<file path="src/rtl/recur_stack.sv">
// ============================================================================
//  recur_stack : LIFO of packed {i,z,k,l} recursion words for the search engine
//  Optional feature macro: RECUR_STACK_PEAK_EN (adds high-water mark port peak)
//  Revision    : 1.0  initial release
// ============================================================================
`default_nettype none

module recur_stack #(
   parameter int DEPTH  = 16,
   parameter int ADDR_W = 4
) (
   input  logic              clk,
   input  logic              rst,
   input  logic              flush,
   input  logic              push,
   input  logic [31:0]       push_data,
   input  logic              pop,
   output logic [31:0]       pop_data,
   output logic              pop_valid,
   output logic              empty,
   output logic              full,
   output logic [ADDR_W:0]   count,
   output logic              overflow,
   output logic              underflow
`ifdef RECUR_STACK_PEAK_EN
   ,
   output logic [ADDR_W:0]   peak
`endif
);

   localparam logic [ADDR_W:0] c_DEPTH = DEPTH[ADDR_W:0];

   logic [31:0]       r_mem [DEPTH];
   logic [ADDR_W:0]   r_count;
   logic [31:0]       r_pop_data;
   logic              r_pop_valid;
   logic              r_empty;
   logic              r_full;
   logic              r_overflow;
   logic              r_underflow;

   logic              w_pop_ok;
   logic              w_push_ok;
   logic [ADDR_W:0]   w_sp_m1;
   logic [ADDR_W-1:0] w_top_idx;
   logic [ADDR_W-1:0] w_wr_idx;
   logic [ADDR_W:0]   w_count_next;

   // A pop frees the top slot, so a simultaneous push is legal even when full.
   assign w_pop_ok  = pop && (r_count != '0);
   assign w_push_ok = push && ((r_count != c_DEPTH) || w_pop_ok);
   assign w_sp_m1   = r_count - 1'b1;
   assign w_top_idx = w_sp_m1[ADDR_W-1:0];
   assign w_wr_idx  = w_pop_ok ? w_top_idx : r_count[ADDR_W-1:0];

   always_comb begin
      w_count_next = r_count;
      if (flush)
         w_count_next = '0;
      else if (w_push_ok && !w_pop_ok)
         w_count_next = r_count + 1'b1;
      else if (w_pop_ok && !w_push_ok)
         w_count_next = r_count - 1'b1;
   end

   always_ff @(posedge clk) begin
      if (!rst && !flush && w_push_ok)
         r_mem[w_wr_idx] <= push_data;
   end

   always_ff @(posedge clk) begin
      if (rst) begin
         r_count     <= '0;
         r_pop_data  <= '0;
         r_pop_valid <= 1'b0;
         r_empty     <= 1'b1;
         r_full      <= 1'b0;
         r_overflow  <= 1'b0;
         r_underflow <= 1'b0;
      end else begin
         r_count     <= w_count_next;
         r_empty     <= (w_count_next == '0);
         r_full      <= (w_count_next == c_DEPTH);
         r_pop_valid <= !flush && w_pop_ok;
         if (!flush && w_pop_ok)
            r_pop_data <= r_mem[w_top_idx];
         if (flush) begin
            r_overflow  <= 1'b0;
            r_underflow <= 1'b0;
         end else begin
            if (push && !w_push_ok)
               r_overflow <= 1'b1;
            if (pop && !w_pop_ok)
               r_underflow <= 1'b1;
         end
      end
   end

`ifdef RECUR_STACK_PEAK_EN
   logic [ADDR_W:0] r_peak;

   always_ff @(posedge clk) begin
      if (rst)
         r_peak <= '0;
      else if (w_count_next > r_peak)
         r_peak <= w_count_next;
   end

   assign peak = r_peak;
`endif

   assign count     = r_count;
   assign pop_data  = r_pop_data;
   assign pop_valid = r_pop_valid;
   assign empty     = r_empty;
   assign full      = r_full;
   assign overflow  = r_overflow;
   assign underflow = r_underflow;

endmodule

`default_nettype wire

</file>
<file path="config.mk">
export PLATFORM = sky130hd
export DESIGN_NAME = recur_stack
export DESIGN_NICKNAME = d
export VERILOG_FILES = /design/src/rtl/recur_stack.sv
export SDC_FILE = /design/constraint.sdc
export NUM_CORES = 1
export LEC_CHECK = 0
export CORE_MARGIN = 2
export CORE_UTILIZATION = 38
export DETAILED_ROUTE_END_ITERATION = 8
export GPL_TIMING_DRIVEN = 0
export PLACE_DENSITY = 0.59
export RECOVER_POWER = 25
export SKIP_LAST_GASP = 1
export SLEW_MARGIN = 10
export SYNTH_ARGS = -nofsm -noshare
export SYNTH_HDL_FRONTEND = slang
export SYNTH_SLANG_ARGS = --single-unit
</file>
<file path="constraint.sdc">
create_clock -name clk -period 5.7 [get_ports clk]
set_input_delay 1.425 -clock clk [delete_from_list [all_inputs] [get_ports clk]]
set_output_delay 1.425 -clock clk [all_outputs]
set_load 0.01 [all_outputs]
</file>
==> impl_metrics.json <==
{
  "outcome": "finished, final reports clean",
  "grt_pass1_vias": 11200,
  "overflow": 0,
  "antenna_found_initial": 1,
  "clk_pin_slew_ps": 60,
  "critPathMaxFanout": 17,
  "ios": 79,
  "initial_utilization_pct": 38.6,
  "rsz0062_at_grt": "false",
  "clock-sinks": 554,
  "power.density_nw_per_um2": 341,
  "dieArea_sq_um": 57900,
  "ir_worst_vdd_mv": 0.213,
  "dieWidth_um": 241,
  "clock-root-buffer": "clkbuf_16",
  "synth_flop_cell": "edfxtp_1",
  "htreeDepth": 2,
  "ys_seq_area_share_pct": 76.2,
  "layout_commonest_cell": "edfxtp_1",
  "clkLatencyLatePin_ps": 600,
  "finalCritPeriodShare_pct": 75.6,
  "syn2layout_area_growth_pct": 18.2,
  "synthCells": 1071,
  "drc": 0,
  "wirelength_um": 48300,
  "drtIter0Drc": 925,
  "grt_usage_pct": 17.3,
  "cts_tree": "done",
  "ant_nets": 0,
  "final.min_clock_period_ps": 4310,
  "grt_pass1_wl_um": 72200,
  "final_nets": 1260,
  "core_sq_um": 55200,
  "drive_gt1_share_pct": 22.3,
  "finalSetupViolCount": 0,
  "crit_arrival_ps": 4650,
  "slew_violations": 0,
  "viasPerCell": 5.31,
  "portBuffers": 77,
  "grt_start_max_net_pins": 23,
  "layout_common_cells": "edfxtp_1 (512), nand2_1 (135), mux4_2 (128), clkdlybuf4s50_1 (59), clkbuf_16 (55)",
  "timing.fmax_mhz": 232,
  "post-place-ws_ps": 1120,
  "worst_slew_pin_slew_ps": 1300,
  "vias": 10700,
  "wl_per_cell_um": 24.0,
  "async_reset_ff_share_pct": 0,
  "fill_cells": 4658,
  "syn_area_sq_um": 21300,
  "syn-num-nets": 1110,
  "dieHeight_um": 241,
  "drv_cap": 0,
  "start_kind": "register",
  "cts_resized": 0,
  "hold_class": "register to register",
  "ys_warn_count": 0,
  "final-hold-violation-count": 0,
  "avgSynthCellArea_sq_um": 19.9,
  "ys_seq_elements": 554,
  "synth_enable_flop_cells": 512,
  "cellLeakagePower_nw": 7.82,
  "critPathKind": "register to register",
  "slew_headroom_pct": 12.9,
  "placed_cell_area_sq_um": 23500,
  "gp_congestion": 0.779,
  "synth.distinct_cells": 52,
  "cts.path.max_buffers": 3,
  "rows": 86,
  "cts_made_buffers": 55,
  "end_kind": "register",
  "dr.pass1.iters": 6,
  "postCtsHoldBufs": 0,
  "design_area_sq_um": 25200,
  "critPathRequiredTime_ps": 6040,
  "dp.final_hpwl_um": 30900,
  "setup_slack_ps": 1390,
  "post-cts-setup-buffer-count": 0,
  "finClkSkew_ps": 15.3
}
[metal layers]
layer	vias up	track usage [%]	wire, um
li1	4663	-	-
met1	5679	23.3	20600
met2	276	29.2	24300
met3	74	2.87	2390
met4	0	4.40	1010
met5	-	0	0
[critical path, cell delays in order, from the launching register on]
cell	delay, ps
dfxtp_1	370
buf_2	340
buf_2	330
inv_1	180
ha_1	310
buf_2	230
buf_2	340
buf_1	450
nor3_1	100
a31oi_1	750
nor2_4	340
buf_16	270
[final timing paths]
kind                        startpoint                        end  slack, ps  cells past startpoint
max                count[0]$_SDFF_PP0_      r_mem[3][3]$_DFFE_PP_       1390                     11
min          pop_data[21]$_SDFFE_PP0P_  pop_data[21]$_SDFFE_PP0P_        460                      1
max reg2reg        count[0]$_SDFF_PP0_      r_mem[3][3]$_DFFE_PP_       1390                     11
min reg2reg  pop_data[21]$_SDFFE_PP0P_  pop_data[21]$_SDFFE_PP0P_        460                      1
[synth_stat cells, types with 2 or more instances]
cell type	count	area (sq um)
nand3_1	35	175
buf_1	3	11.3
inv_1	6	22.5
nor3_1	2	10.0
edfxtp_1	512	15400
mux2i_1	2	20.0
and3_1	2	12.5
xnor2_1	4	35.0
nor4_1	2	12.5
a32o_1	32	320
nand3b_1	33	248
nand2_1	135	507
or2_2	2	12.5
o21ai_0	2	10.0
mux4_2	128	2880
a31oi_1	4	25.0
nand2b_1	3	18.8
buf_2	34	170
dfxtp_1	42	841
nor2_1	25	93.8
clkbuf_1	22	82.6
a21oi_1	4	20.0
nor3b_1	4	30.0
xor2_1	3	26.3
ha_1	2	25.0
and2_1	2	12.5
[report_power, final]
group | switching [mW] | internal, mW | total (mW)
Clock | 1.47 | 1.89 | 3.36
Combinational | 0.448 | 0.287 | 0.734
Sequential | 0.0152 | 4.47 | 4.49
[stage by stage]
step / TNS, ps / cells / hold slack [ps] / power, mW / utilization, %
floorplan: 0 / 1071 / 505 / 5.01 / -
global placement: -320360 / 1896 / 451 / 5.30 / 41.7
detailed placement: 0 / 1912 / 456 / 5.32 / 42.6
CTS: 0 / 2012 / 469 / 8.68 / 45.6
global route: 0 / 2012 / 484 / 8.87 / 45.6
finish: 0 / 2013 / 464 / 8.58 / 45.6
[state kept, by name, summed over array words and instances, names as in the netlist]
name       count
empty          1
count          5
overflow       1
pop_valid      1
underflow      1
r_mem        512
pop_data      32
full           1
[logic make-up (layout without fill, tap and decap cells)]
family / count (synthesis) / after routing / share of synthesized area (%)
other cells: 0 / 1 / 0
mux: 130 / 130 / 13.6
buf+inv: 66 / 259 / 1.40
xor+xnor: 9 / 9 / 0.441
fa+ha+maj: 2 / 2 / 0.118
compound gates: 55 / 55 / 2.43
simple gates: 255 / 255 / 5.81
flops: 554 / 554 / 76.2
[layout make-up]
class / instances / area, sq um / area share (%)
sequential: 554 / 16200 / 64.5
multi-input combinational: 451 / 4900 / 19.5
clock buffer: 82 / 1530 / 6.07
timing repair buffer: 93 / 1170 / 4.64
tap: 748 / 936 / 3.72
buffer: 60 / 275 / 1.09
clock inverter: 18 / 113 / 0.448
inverter: 6 / 22.5 / 0.0895
antenna: 1 / 2.50 / 0.00995
Power figures use the tool's default switching activity.
